<file path="src/rtl/parking_pkg.sv">
// Shared types for the parking-gate front end: FSM state encoding and sensor polarity.
package parking_pkg;

  typedef enum logic [2:0] {
    IDLE,
    ENT_A,
    ENT_AB,
    ENT_B,
    EXT_B,
    EXT_AB,
    EXT_A
  } gate_state_t;

  localparam logic SENSOR_BLOCKED = 1'b1;

endpackage

</file>
<file path="src/rtl/sensor_debouncer.sv">
// Brings one raw photo-beam into the clk domain and accepts a new level only after
// it has been stable for DB_CYCLES consecutive cycles.
module sensor_debouncer #(
  parameter int DB_CYCLES = 1_000_000
) (
  input  logic clk,
  input  logic reset,
  input  logic raw,
  output logic db
);

  localparam int CNT_W = $clog2(DB_CYCLES);
  localparam logic [CNT_W-1:0] CNT_MAX = CNT_W'(DB_CYCLES - 1);

  logic             sync1_q, sync2_q;
  logic             db_q, db_d;
  logic [CNT_W-1:0] cnt_q, cnt_d;

  // Any cycle where the synchronized level agrees with db restarts the stability window.
  always_comb begin
    // NOTE: every always_comb output gets a default first so no path can infer a latch.
    db_d  = db_q;
    cnt_d = '0;
    if (sync2_q != db_q) begin
      if (cnt_q == CNT_MAX) db_d = sync2_q;
      else                  cnt_d = cnt_q + 1'b1;
    end
  end

  always_ff @(posedge clk or posedge reset) begin
    if (reset) begin
      sync1_q <= 1'b0;
      sync2_q <= 1'b0;
      db_q    <= 1'b0;
      cnt_q   <= '0;
    end else begin
      // NOTE: non-blocking assignments so the synchronizer stages shift, not collapse.
      sync1_q <= raw;
      sync2_q <= sync1_q;
      db_q    <= db_d;
      cnt_q   <= cnt_d;
    end
  end

  assign db = db_q;

endmodule

</file>
<file path="src/rtl/car_direction_detector.sv">
// Classifies car passes through the two-beam gate; emits one-cycle enter/exit pulses
// on a completed pass and seq_err on an impossible beam transition.
module car_direction_detector
  import parking_pkg::*;
#(
  parameter int DB_CYCLES = 1_000_000
) (
  input  logic clk,
  input  logic reset,
  input  logic sensor_a,
  input  logic sensor_b,
  output logic enter,
  output logic exit,
  output logic seq_err,
  output logic busy
);

  logic        a_db, b_db;
  logic [1:0]  ab;
  gate_state_t state_q, state_next;
  logic        enter_q, enter_d;
  logic        exit_q, exit_d;
  logic        err_q, err_d;
  logic        busy_q;

  sensor_debouncer #(.DB_CYCLES(DB_CYCLES)) u_deb_a (
    .clk  (clk),
    .reset(reset),
    .raw  (sensor_a),
    .db   (a_db)
  );

  sensor_debouncer #(.DB_CYCLES(DB_CYCLES)) u_deb_b (
    .clk  (clk),
    .reset(reset),
    .raw  (sensor_b),
    .db   (b_db)
  );

  assign ab = {a_db == SENSOR_BLOCKED, b_db == SENSOR_BLOCKED};

  always_comb begin
    state_next = state_q;
    enter_d    = 1'b0;
    exit_d     = 1'b0;
    err_d      = 1'b0;
    unique case (state_q)
      IDLE: begin
        if      (ab == 2'b10) state_next = ENT_A;
        else if (ab == 2'b01) state_next = EXT_B;
      end
      ENT_A: begin
        if      (ab == 2'b11) state_next = ENT_AB;
        else if (ab == 2'b00) state_next = IDLE;
        else if (ab == 2'b01) begin state_next = IDLE; err_d = 1'b1; end
      end
      ENT_AB: begin
        if      (ab == 2'b01) state_next = ENT_B;
        else if (ab == 2'b10) state_next = ENT_A;
        else if (ab == 2'b00) begin state_next = IDLE; err_d = 1'b1; end
      end
      ENT_B: begin
        if      (ab == 2'b00) begin state_next = IDLE; enter_d = 1'b1; end
        else if (ab == 2'b11) state_next = ENT_AB;
        else if (ab == 2'b10) begin state_next = IDLE; err_d = 1'b1; end
      end
      EXT_B: begin
        if      (ab == 2'b11) state_next = EXT_AB;
        else if (ab == 2'b00) state_next = IDLE;
        else if (ab == 2'b10) begin state_next = IDLE; err_d = 1'b1; end
      end
      EXT_AB: begin
        if      (ab == 2'b10) state_next = EXT_A;
        else if (ab == 2'b01) state_next = EXT_B;
        else if (ab == 2'b00) begin state_next = IDLE; err_d = 1'b1; end
      end
      EXT_A: begin
        if      (ab == 2'b00) begin state_next = IDLE; exit_d = 1'b1; end
        else if (ab == 2'b11) state_next = EXT_AB;
        else if (ab == 2'b01) begin state_next = IDLE; err_d = 1'b1; end
      end
      default: state_next = IDLE;
    endcase
  end

  // Pulses and busy are registered together with the state, so all move on the same edge.
  always_ff @(posedge clk or posedge reset) begin
    if (reset) begin
      state_q <= IDLE;
      enter_q <= 1'b0;
      exit_q  <= 1'b0;
      err_q   <= 1'b0;
      busy_q  <= 1'b0;
    end else begin
      state_q <= state_next;
      enter_q <= enter_d;
      exit_q  <= exit_d;
      err_q   <= err_d;
      busy_q  <= (state_next != IDLE);
    end
  end

  assign enter   = enter_q;
  assign exit    = exit_q;
  assign seq_err = err_q;
  assign busy    = busy_q;

endmodule

</file>
<file path="config.mk">
export PLATFORM = sky130hd
export DESIGN_NAME = car_direction_detector
export DESIGN_NICKNAME = d
export VERILOG_FILES = /design/src/rtl/parking_pkg.sv /design/src/rtl/sensor_debouncer.sv /design/src/rtl/car_direction_detector.sv
export SDC_FILE = /design/constraint.sdc
export NUM_CORES = 1
export LEC_CHECK = 0
export CORE_MARGIN = 3
export CORE_UTILIZATION = 50
export CTS_CLUSTER_DIAMETER = 30
export DETAILED_ROUTE_END_ITERATION = 16
export PLACE_DENSITY = 0.64
export SLEW_MARGIN = 30
export SYNTH_ARGS = -nofsm -noshare
export SYNTH_HDL_FRONTEND = slang
export SYNTH_SLANG_ARGS = --single-unit
export TNS_END_PERCENT = 30
</file>
<file path="constraint.sdc">
create_clock -name clk -period 2.46 [get_ports clk]
set_input_delay 0.492 -clock clk [delete_from_list [all_inputs] [get_ports clk]]
set_output_delay 0.492 -clock clk [all_outputs]
set_load 0.05 [all_outputs]
</file>
Word level (Yosys, flattened, before mapping)
Cells that the tools add are included.

word-level totals
  register bits = 53
  input port bits = 4
  output and inout bits = 4
  word-level logic and storage cells = 73

cells by class
  $add $sub $neg = 2
  equality and inequality tests = 13
  mux-type cells = 40
  reduce and logical (&&, ||, !) cells = 5

operators with widths
  kind                     count
  $mux W20                 4
  $mux W3                  17
  $add A20 B1 Y20 const B  2
  $eq A20 B20 Y1 const B   2
  $pmux W3 S7              1
  $mux W1                  17
  $eq A3 B3 Y1 const B     3
  $eq A3 B2 Y1 const B     2
  $pmux W1 S6              1
  $eq A2 B2 Y1 const B     2
  $reduce_and A2 Y1        2
  $eq A3 B1 Y1 const B     1
  $logic_not A3 Y1         1
  $reduce_bool A3 Y1       1
  $eq A2 B1 Y1 const B     1
  $logic_not A2 Y1         1
  $ne A1 B1 Y1             2

Logic depth before layout (Yosys ltp)
Gate-level depths: netlist of the first run.

  depth in word-level cells = 6
  depth in mapped cells = 6
  gate-level depth less buffers = 5

Hierarchy
From an unflattened synthesis of the first run, not the netlist that was laid out.

second synthesis, totals
  cell total of the unflattened synthesis = 261
  area, all modules = 2702.6 um2

modules (own cells, without submodules)
  module                       instances  cells each  area each (um2)
  sensor_debouncer at u_deb_a  1          107         1118.6
  sensor_debouncer at u_deb_b  1          109         1118.6
  car_direction_detector       1          45          465.4

Worst setup path before layout of the first run
Ideal clock, no wire load.

  path kind = register -> register
  from = register u_deb_a.cnt_q[0]
  to = register u_deb_a.cnt_q[18]
  setup time = 0.078 ns
  arrival = 1.831 ns
  data required time = 2.382 ns
  slack = 0.551 ns
  cell stages (with the launch flop) = 6
  period minus slack after synthesis = 1.909 ns
  cells stage by stage = dfrtp_1 ha_1 nand3_1 or4_4 or4_1 a21oi_1

between the ends
  cells in the longest elaborated chain, start to end = 3

RTL lines
  what                                               RTL line                                        text
  start, declared                                    sensor_debouncer.sv:17                          logic [CNT_W-1:0] cnt_q, cnt_d;
  start signal, assigned                             sensor_debouncer.sv:41                          cnt_q <= cnt_d;
  $add A20 B1 Y20 or $eq A20 B20 Y1 (tied branches)  sensor_debouncer.sv:26, sensor_debouncer.sv:25
  $mux W20 *                                         sensor_debouncer.sv:25                          if (cnt_q == CNT_MAX) db_d = sync2_q;
  $mux W20 *                                         sensor_debouncer.sv:24                          if (sync2_q != db_q) begin
  via u_deb_a.cnt_d[18]                              sensor_debouncer.sv:17

Mark *: on every way through the listed nets, which the timed path passes. The rest lies on a longest branch.
A chain may end at the register's enable or synchronous reset.

Worst setup path after layout of the first run
Same ends and word-level chain as after synthesis.

==> impl_metrics.csv, run 1 <==
group,metric,value,unit
run_status,outcome,"complete, no violations",
placed_design,post-place-ws,456,ps
yosys,yosysTopAreaCellShare,52.2,%
power_and_ir_drop,pwr-share-clk,39.2,%
cells_and_area,nFillCells,456,
sta,hold_viol_final,0,
worst_setup_path,path_max_fanout,6,
global_routing,grt_pass1_wl,8.12,mm
yosys,synth_compound_area_share,7.83,%
yosys,synth_top_flop_cell,"dfrtp_1",
sta,setup_violations,0,
power_and_ir_drop,cellLeakagePower,0.00113,uW
global_routing,antenna_found_initial,0,
power_and_ir_drop,internal_power,1230,uW
yosys,async_flop_share,100,%
floorplanning,coreArea,4820,um2
clocking,root_buffer,"clkbuf_8",
cells_and_area,mostFrequentLayoutCells,"dfrtp_1 (53), nor2_1 (32), nand3_1 (15), xor2_1 (15)",
sta,tightest_slew,532,ps
clocking,cts_setup_buffers,0,
clocking,cts_inserted_buffers,5,
yosys,synthCells,256,
worst_setup_path,worstPathArrival,2270,ps
routing,viasPerCell,5.48,
routing,ant_nets,0,
yosys,seq_area_frac_synth,52.2,%
yosys,synth_warnings,0,
sta,fin_skew,10.7,ps
floorplanning,die_h,77.3,um
yosys,synthTopCellsByArea,"dfrtp_1 (52%), xor2_1 (5.2%), nor2_1 (4.7%)",
floorplanning,dieArea,5970,um2
yosys,synth_edf_count,0,
clocking,cts_tree,"built",
routing,drt_iter0_markers,90,
sta,maxSlewViolCount,0,
sta,fin_crit,2030,ps
cells_and_area,drive_above_1_share,7.55,%
global_routing,grt_busiest_layer,"met2",
flow_run,max_cap_violations,0,
clocking,clk_latency,310,ps
cells_and_area,nNetsFinal,270,
sta,rsz0062_at_grt,"false",
floorplanning,start_util,52.7,%
global_routing,grt_max_degree,42,
power_and_ir_drop,switching_share,21.0,%
global_routing,grt_overflow,0,
worst_setup_path,required,2700,ps
cells_and_area,multi_input_area,1150,um2
power_and_ir_drop,p_per_area,554,nW/um2
cells_and_area,layout_commonest_cell,"dfrtp_1",
yosys,synth-simple-area-share,25.6,%
power_and_ir_drop,peakVddDrop,0.000349,V
sta,finalWorstSetupSlack,433,ps
yosys,yosysTopAreaCell,"dfrtp_1",
sta,slew_headroom,64.2,%
power_and_ir_drop,power.share.combinational,3.7,%
routing,first_pass_iters,4,
worst_hold_path,hold_class,"flip-flop to flip-flop",
routing,routed_wl,4.40,mm
yosys,syn-num-nets,262,
yosys,synth_area,2540,um2
yosys,synth_cell_types,37,
worst_setup_path,cp-end-kind,"flip-flop",
clocking,cts_max_path_buffers,2,
cells_and_area,seqCellArea,1330,um2
yosys,synth.avg_cell_area,9.92,um2
cells_and_area,diodes,0,
cells_and_area,area_growth,10.9,%
yosys,synth_seq_cells,53,
yosys,synthAdderAreaFrac,0.985,%
global_routing,grt_pass1_vias,1776,
clocking,ctsHoldBuffers,0,
global_routing,met3_usage,2.82,%
global_routing,grt_usage,16.6,%
placed_design,port_buffers,7,
floorplanning,io_pins,8,
worst_setup_path,cp-start-kind,"flip-flop",
placed_design,dpl.hpwl,3.07,mm
clocking,cts_max_level,2,
power_and_ir_drop,p_seq_share,57.1,%
sta,final.setup.tns,0,ps
clocking,clock_sinks,53,
placed_design,gp_congestion,0.765,
floorplanning,die_w,77.3,um
yosys,synth_mux_area_share,0.887,%
clocking,clk_pin_slew_worst_paths,100,ps
yosys,synth_top_family_by_area,"simple AND/OR/NAND/NOR gates",
global_routing,use_met2,27.2,%
clocking,cts_resized,0,
routing,route.detailed.drc,0,
sta,period_share,82.4,%
yosys,synth-xor-area-share,9.66,%
routing,dr_total_vias,1819,
floorplanning,num_rows,25,
global_routing,use_met1,22.6,%
sta,fmax,493,MHz
worst_setup_path,crit_type,"flip-flop to flip-flop",
routing,wl_per_cell,13.3,um
power_and_ir_drop,power_switching,328,uW
## worst max-delay path, cell delays in order (launching register included)
cell,delay (ps)
dfrtp_1,400
ha_1,210
nand3_1,140
or4_4,590
or4_1,480
a21oi_1,150
## worst paths after layout
path,startpoint,to,slack (ps),cells past startpoint
worst min register to register,u_deb_b.sync1_q$_DFF_PP0_,u_deb_b.sync2_q$_DFF_PP0_,350,0
max in group asynchronous,reset,u_deb_b.cnt_q[5]$_DFF_PP0_,1490,3
worst min-delay path,u_deb_b.sync1_q$_DFF_PP0_,u_deb_b.sync2_q$_DFF_PP0_,350,0
worst max-delay path,u_deb_a.cnt_q[0]$_DFF_PP0_,u_deb_a.cnt_q[18]$_DFF_PP0_,430,5
min in group asynchronous,reset,u_deb_a.sync2_q$_DFF_PP0_,470,2
worst max register to register,u_deb_a.cnt_q[0]$_DFF_PP0_,u_deb_a.cnt_q[18]$_DFF_PP0_,430,5
## cell type report
class,count,area share [%]
Timing Repair Buffer,10,3.73
Multi-Input combinational cell,185,40.7
Clock buffer,6,2.93
Sequential cell,53,47.1
Inverter,9,1.20
Tap cell,67,2.98
Clock inverter,2,1.33
## state kept, by name, indices dropped and copies added, names as in the netlist
name             count
u_deb_b.db           1
u_deb_b.sync2_q      1
u_deb_a.cnt_q       20
seq_err              1
state_q              3
exit                 1
enter                1
busy                 1
u_deb_b.sync1_q      1
u_deb_b.cnt_q       20
u_deb_a.sync1_q      1
u_deb_a.db           1
u_deb_a.sync2_q      1
## cell usage after synthesis (3+ instances only)
| library cell | instances |
|---|---|
| nor4_1 | 4 |
| nor2_1 | 32 |
| xor2_1 | 15 |
| buf_2 | 3 |
| dfrtp_1 | 53 |
| xnor2_1 | 13 |
| nand2_1 | 14 |
| nor3b_1 | 3 |
| or4_1 | 5 |
| a21oi_1 | 14 |
| nand2b_1 | 5 |
| nand4_1 | 7 |
| clkbuf_1 | 6 |
| nand3_1 | 15 |
| and4_1 | 3 |
| and3_1 | 3 |
| o21ai_0 | 10 |
| inv_1 | 9 |
| or3_1 | 8 |
| nor3_1 | 7 |
| o31ai_1 | 5 |
## per-stage QoR
| step | std cells | util, % | total power, uW | area [um2] | hold WS, ps |
|---|---|---|---|---|---|
| 2_1_floorplan | 256 | - | 945 | 2540 | 331 |
| 3_3_place_gp | 324 | 56.0 | 968 | 2700 | 352 |
| 3_5_place_dp | 324 | 56.0 | 969 | 2700 | 350 |
| 4_1_cts | 332 | 58.5 | 1590 | 2820 | 363 |
| 5_1_grt | 332 | 58.5 | 1630 | 2820 | 369 |
| 6_report | 332 | 58.5 | 1560 | 2820 | 352 |
## cells by family (layout without fill, tap and decap cells)
group	count (synthesis)	count (layout)
simple gates	119	119
buf+inv	18	27
flops	53	53
mux	2	2
xor+xnor	28	28
fa+ha+maj	2	2
compound gates	34	34
## routing by layer
metal  routed length (um)  part of all wire, %
met1                 2120                   48
met2                 2170                   49
met3                   60                  1.4
met4                   51                  1.2
met5                    0                    0
## power by group through the flow
stage | Combinational [uW] | Clock, uW | Sequential [uW]
2_1_floorplan | 38.3 | 0 | 907
3_3_place_gp | 60.4 | 0 | 908
5_1_grt | 67.9 | 664 | 893
6_report | 58.3 | 612 | 891
3_5_place_dp | 60.9 | 0 | 909
4_1_cts | 61.3 | 638 | 891
No activity file was read; power rests on OpenSTA's default activity.
==> inputs of run 2 (changes only) <==
--- a/config.mk
+++ b/config.mk
@@ -9,7 +9,7 @@
 export CORE_UTILIZATION = 50
 export CTS_CLUSTER_DIAMETER = 30
 export DETAILED_ROUTE_END_ITERATION = 16
-export PLACE_DENSITY = 0.64
+export PLACE_DENSITY = 0.67
 export SLEW_MARGIN = 30
 export SYNTH_ARGS = -nofsm -noshare
 export SYNTH_HDL_FRONTEND = slang
==> constraint.sdc (replaced) <==
create_clock -name clk -period 1.81 [get_ports clk]
set_input_delay 0.362 -clock clk [delete_from_list [all_inputs] [get_ports clk]]
set_output_delay 0.362 -clock clk [all_outputs]
set_load 0.05 [all_outputs]
==> run 2 against run 1 <==
First-iteration DRC count is 11% higher. Sequential cell count stayed put. Die area stayed put. Final cell count is 6.9% higher. Sequential share of layout area is 3.4 points lower. Final area is 7.7% higher. Non-clock buffer count is 23 higher. Critical path depth stayed put. Total power is 29% higher.
==> impl_metrics.csv, run 2 (synthesized netlist as in run 1, its figures left out) <==
group,metric,value,unit
sta,hold_viol_final,0,
floorplanning,die_h,77.3,um
sta,tightest_slew,569,ps
cells_and_area,nFillCells,427,
clocking,clk_latency,310,ps
sta,slew_headroom,61.7,%
worst_hold_path,hold_class,"primary input to asynchronous set/reset pin",
sta,period_share,99.8,%
global_routing,met3_usage,4.34,%
global_routing,antenna_found_initial,0,
cells_and_area,layout_commonest_cell,"dfrtp_1",
sta,setup_violations,0,
clocking,cts_max_path_buffers,2,
global_routing,use_met2,27.8,%
clocking,ctsHoldBuffers,0,
placed_design,gp_congestion,0.797,
flow_run,max_cap_violations,0,
placed_design,port_buffers,7,
cells_and_area,fin_cells,355,
global_routing,grt_max_degree,36,
placed_design,dpl.hpwl,3.40,mm
routing,drt_iter0_markers,100,
global_routing,use_met1,25.4,%
sta,rsz0062_at_grt,"true",
power_and_ir_drop,p_per_area,665,nW/um2
clocking,clk_pin_slew_worst_paths,100,ps
routing,ant_nets,0,
power_and_ir_drop,cellLeakagePower,0.00130,uW
placed_design,post-place-ws,-9.46,ps
worst_setup_path,cp-end-kind,"flip-flop",
cells_and_area,nNetsFinal,293,
clocking,cts_max_level,2,
floorplanning,dieArea,5970,um2
worst_setup_path,worstPathArrival,2050,ps
cells_and_area,largest_registers,"u_deb_a.cnt_q (20), u_deb_b.cnt_q (20), state_q (3)",
sta,fin_crit,1810,ps
clocking,root_buffer,"clkbuf_8",
global_routing,grt_overflow,0,
cells_and_area,mostFrequentLayoutCells,"dfrtp_1 (53), nor2_1 (32), buf_4 (22)",
routing,first_pass_iters,6,
floorplanning,num_rows,25,
cells_and_area,diodes,0,
worst_setup_path,crit_type,"flip-flop to flip-flop",
global_routing,grt_busiest_layer,"met2",
run_status,outcome,"complete, no violations",
global_routing,grt_pass1_wl,8.85,mm
cells_and_area,stdcell_area,3030,um2
sta,fin_skew,9.06,ps
cells_and_area,seqCellArea,1330,um2
worst_setup_path,path_max_fanout,6,
routing,dr_total_vias,1955,
placed_design,dp_cells,344,
routing,viasPerCell,5.51,
global_routing,grt_usage,18.1,%
floorplanning,io_pins,8,
sta,fmax,553,MHz
sta,hold_slack,376,ps
clocking,cts_tree,"built",
routing,routed_wl,4.87,mm
sta,finalWorstSetupSlack,2.83,ps
cells_and_area,area_growth,19.4,%
sta,maxSlewViolCount,0,
power_and_ir_drop,peakVddDrop,0.000337,V
cells_and_area,drive_above_1_share,17.7,%
worst_setup_path,cp-start-kind,"flip-flop",
floorplanning,start_util,52.7,%
cells_and_area,final_util,63.0,%
cells_and_area,multi_input_area,1190,um2
clocking,cts_inserted_buffers,5,
global_routing,grt_pass1_vias,1969,
worst_setup_path,required,2050,ps
clocking,clock_sinks,53,
placed_design,placed_area,2860,um2
routing,wl_per_cell,13.7,um
routing,route.detailed.drc,0,
floorplanning,die_w,77.3,um
floorplanning,coreArea,4820,um2
==> run 2: changes by cell type in the layout (fill, tap and decap cells not counted), moves of 2 or more <==
cell,before,now
buf_4,2,22
buf_6,0,4
clkdlybuf4s50_1,7,3
dlymetal6s2s_1,0,3
nand3_1,15,12
nand3_2,1,4
o31ai_2,2,0
o31ai_4,0,2
==> run 2: power breakdown <==
group          switching, uW  internal [uW]
sequential              11.5           1200
clock                    388            311
combinational           61.1           46.1
total                    460           1560
==> run 2: repair_timing <==
item,in CTS,in global routing
resized for setup,1,17
setup buffers,1,0
gates cloned,0,2
pin swaps,1,2
setup endpoints to repair,1,25
==> run 2: metal layers <==
layer	part of all wire [%]	wire length (um)
met3	4.4	214
met4	1.1	54
met2	45	2210
met1	49	2390
met5	0	0
==> run 2: final cells by class <==
class	count	area share, %
flip-flops and latches	53	43.7
multi-input cells	185	39.4
repair buffers	33	9.82
well taps	67	2.76
clock buffers	6	2.72
inverters	9	1.11
clock inverters	2	0.454
==> run 2: final timing paths <==
check,end,startpoint,slack (ps),depth (start not counted)
worst min-delay path,u_deb_b.cnt_q[17]$_DFF_PP0_,reset,380,3
max in group asynchronous,u_deb_a.cnt_q[16]$_DFF_PP0_,reset,1040,3
worst min register to register,u_deb_a.sync2_q$_DFF_PP0_,u_deb_a.sync1_q$_DFF_PP0_,380,0
min in group clk,u_deb_a.sync2_q$_DFF_PP0_,u_deb_a.sync1_q$_DFF_PP0_,380,0
worst max-delay path,u_deb_a.cnt_q[18]$_DFF_PP0_,u_deb_a.cnt_q[0]$_DFF_PP0_,3,5
worst max register to register,u_deb_a.cnt_q[18]$_DFF_PP0_,u_deb_a.cnt_q[0]$_DFF_PP0_,3,5
==> run 2: metrics by stage <==
step / TNS, ps / total power (uW)
global placement: 0 / 1330
floorplan: 0 / 1290
finish: 0 / 2020
global route: -125 / 2110
CTS: 0 / 2030
detailed placement: -9.46 / 1330
==> run 2: worst max-delay path, stage by stage (launching register included) <==
cell	delay (ps)
dfrtp_1	370
ha_2	210
nand3_2	80
or4_4	460
or4_4	500
a21oi_2	140
==> inputs of run 3 (changes only) <==
--- a/config.mk
+++ b/config.mk
@@ -7,7 +7,7 @@
 export LEC_CHECK = 0
 export CORE_MARGIN = 3
 export CORE_UTILIZATION = 50
-export CTS_CLUSTER_DIAMETER = 30
+export CTS_CLUSTER_DIAMETER = 120
 export DETAILED_ROUTE_END_ITERATION = 16
 export PLACE_DENSITY = 0.67
 export SLEW_MARGIN = 30
==> results of run 3 <==
No change in the layout: final DEF, timing and power equal those of run 2.
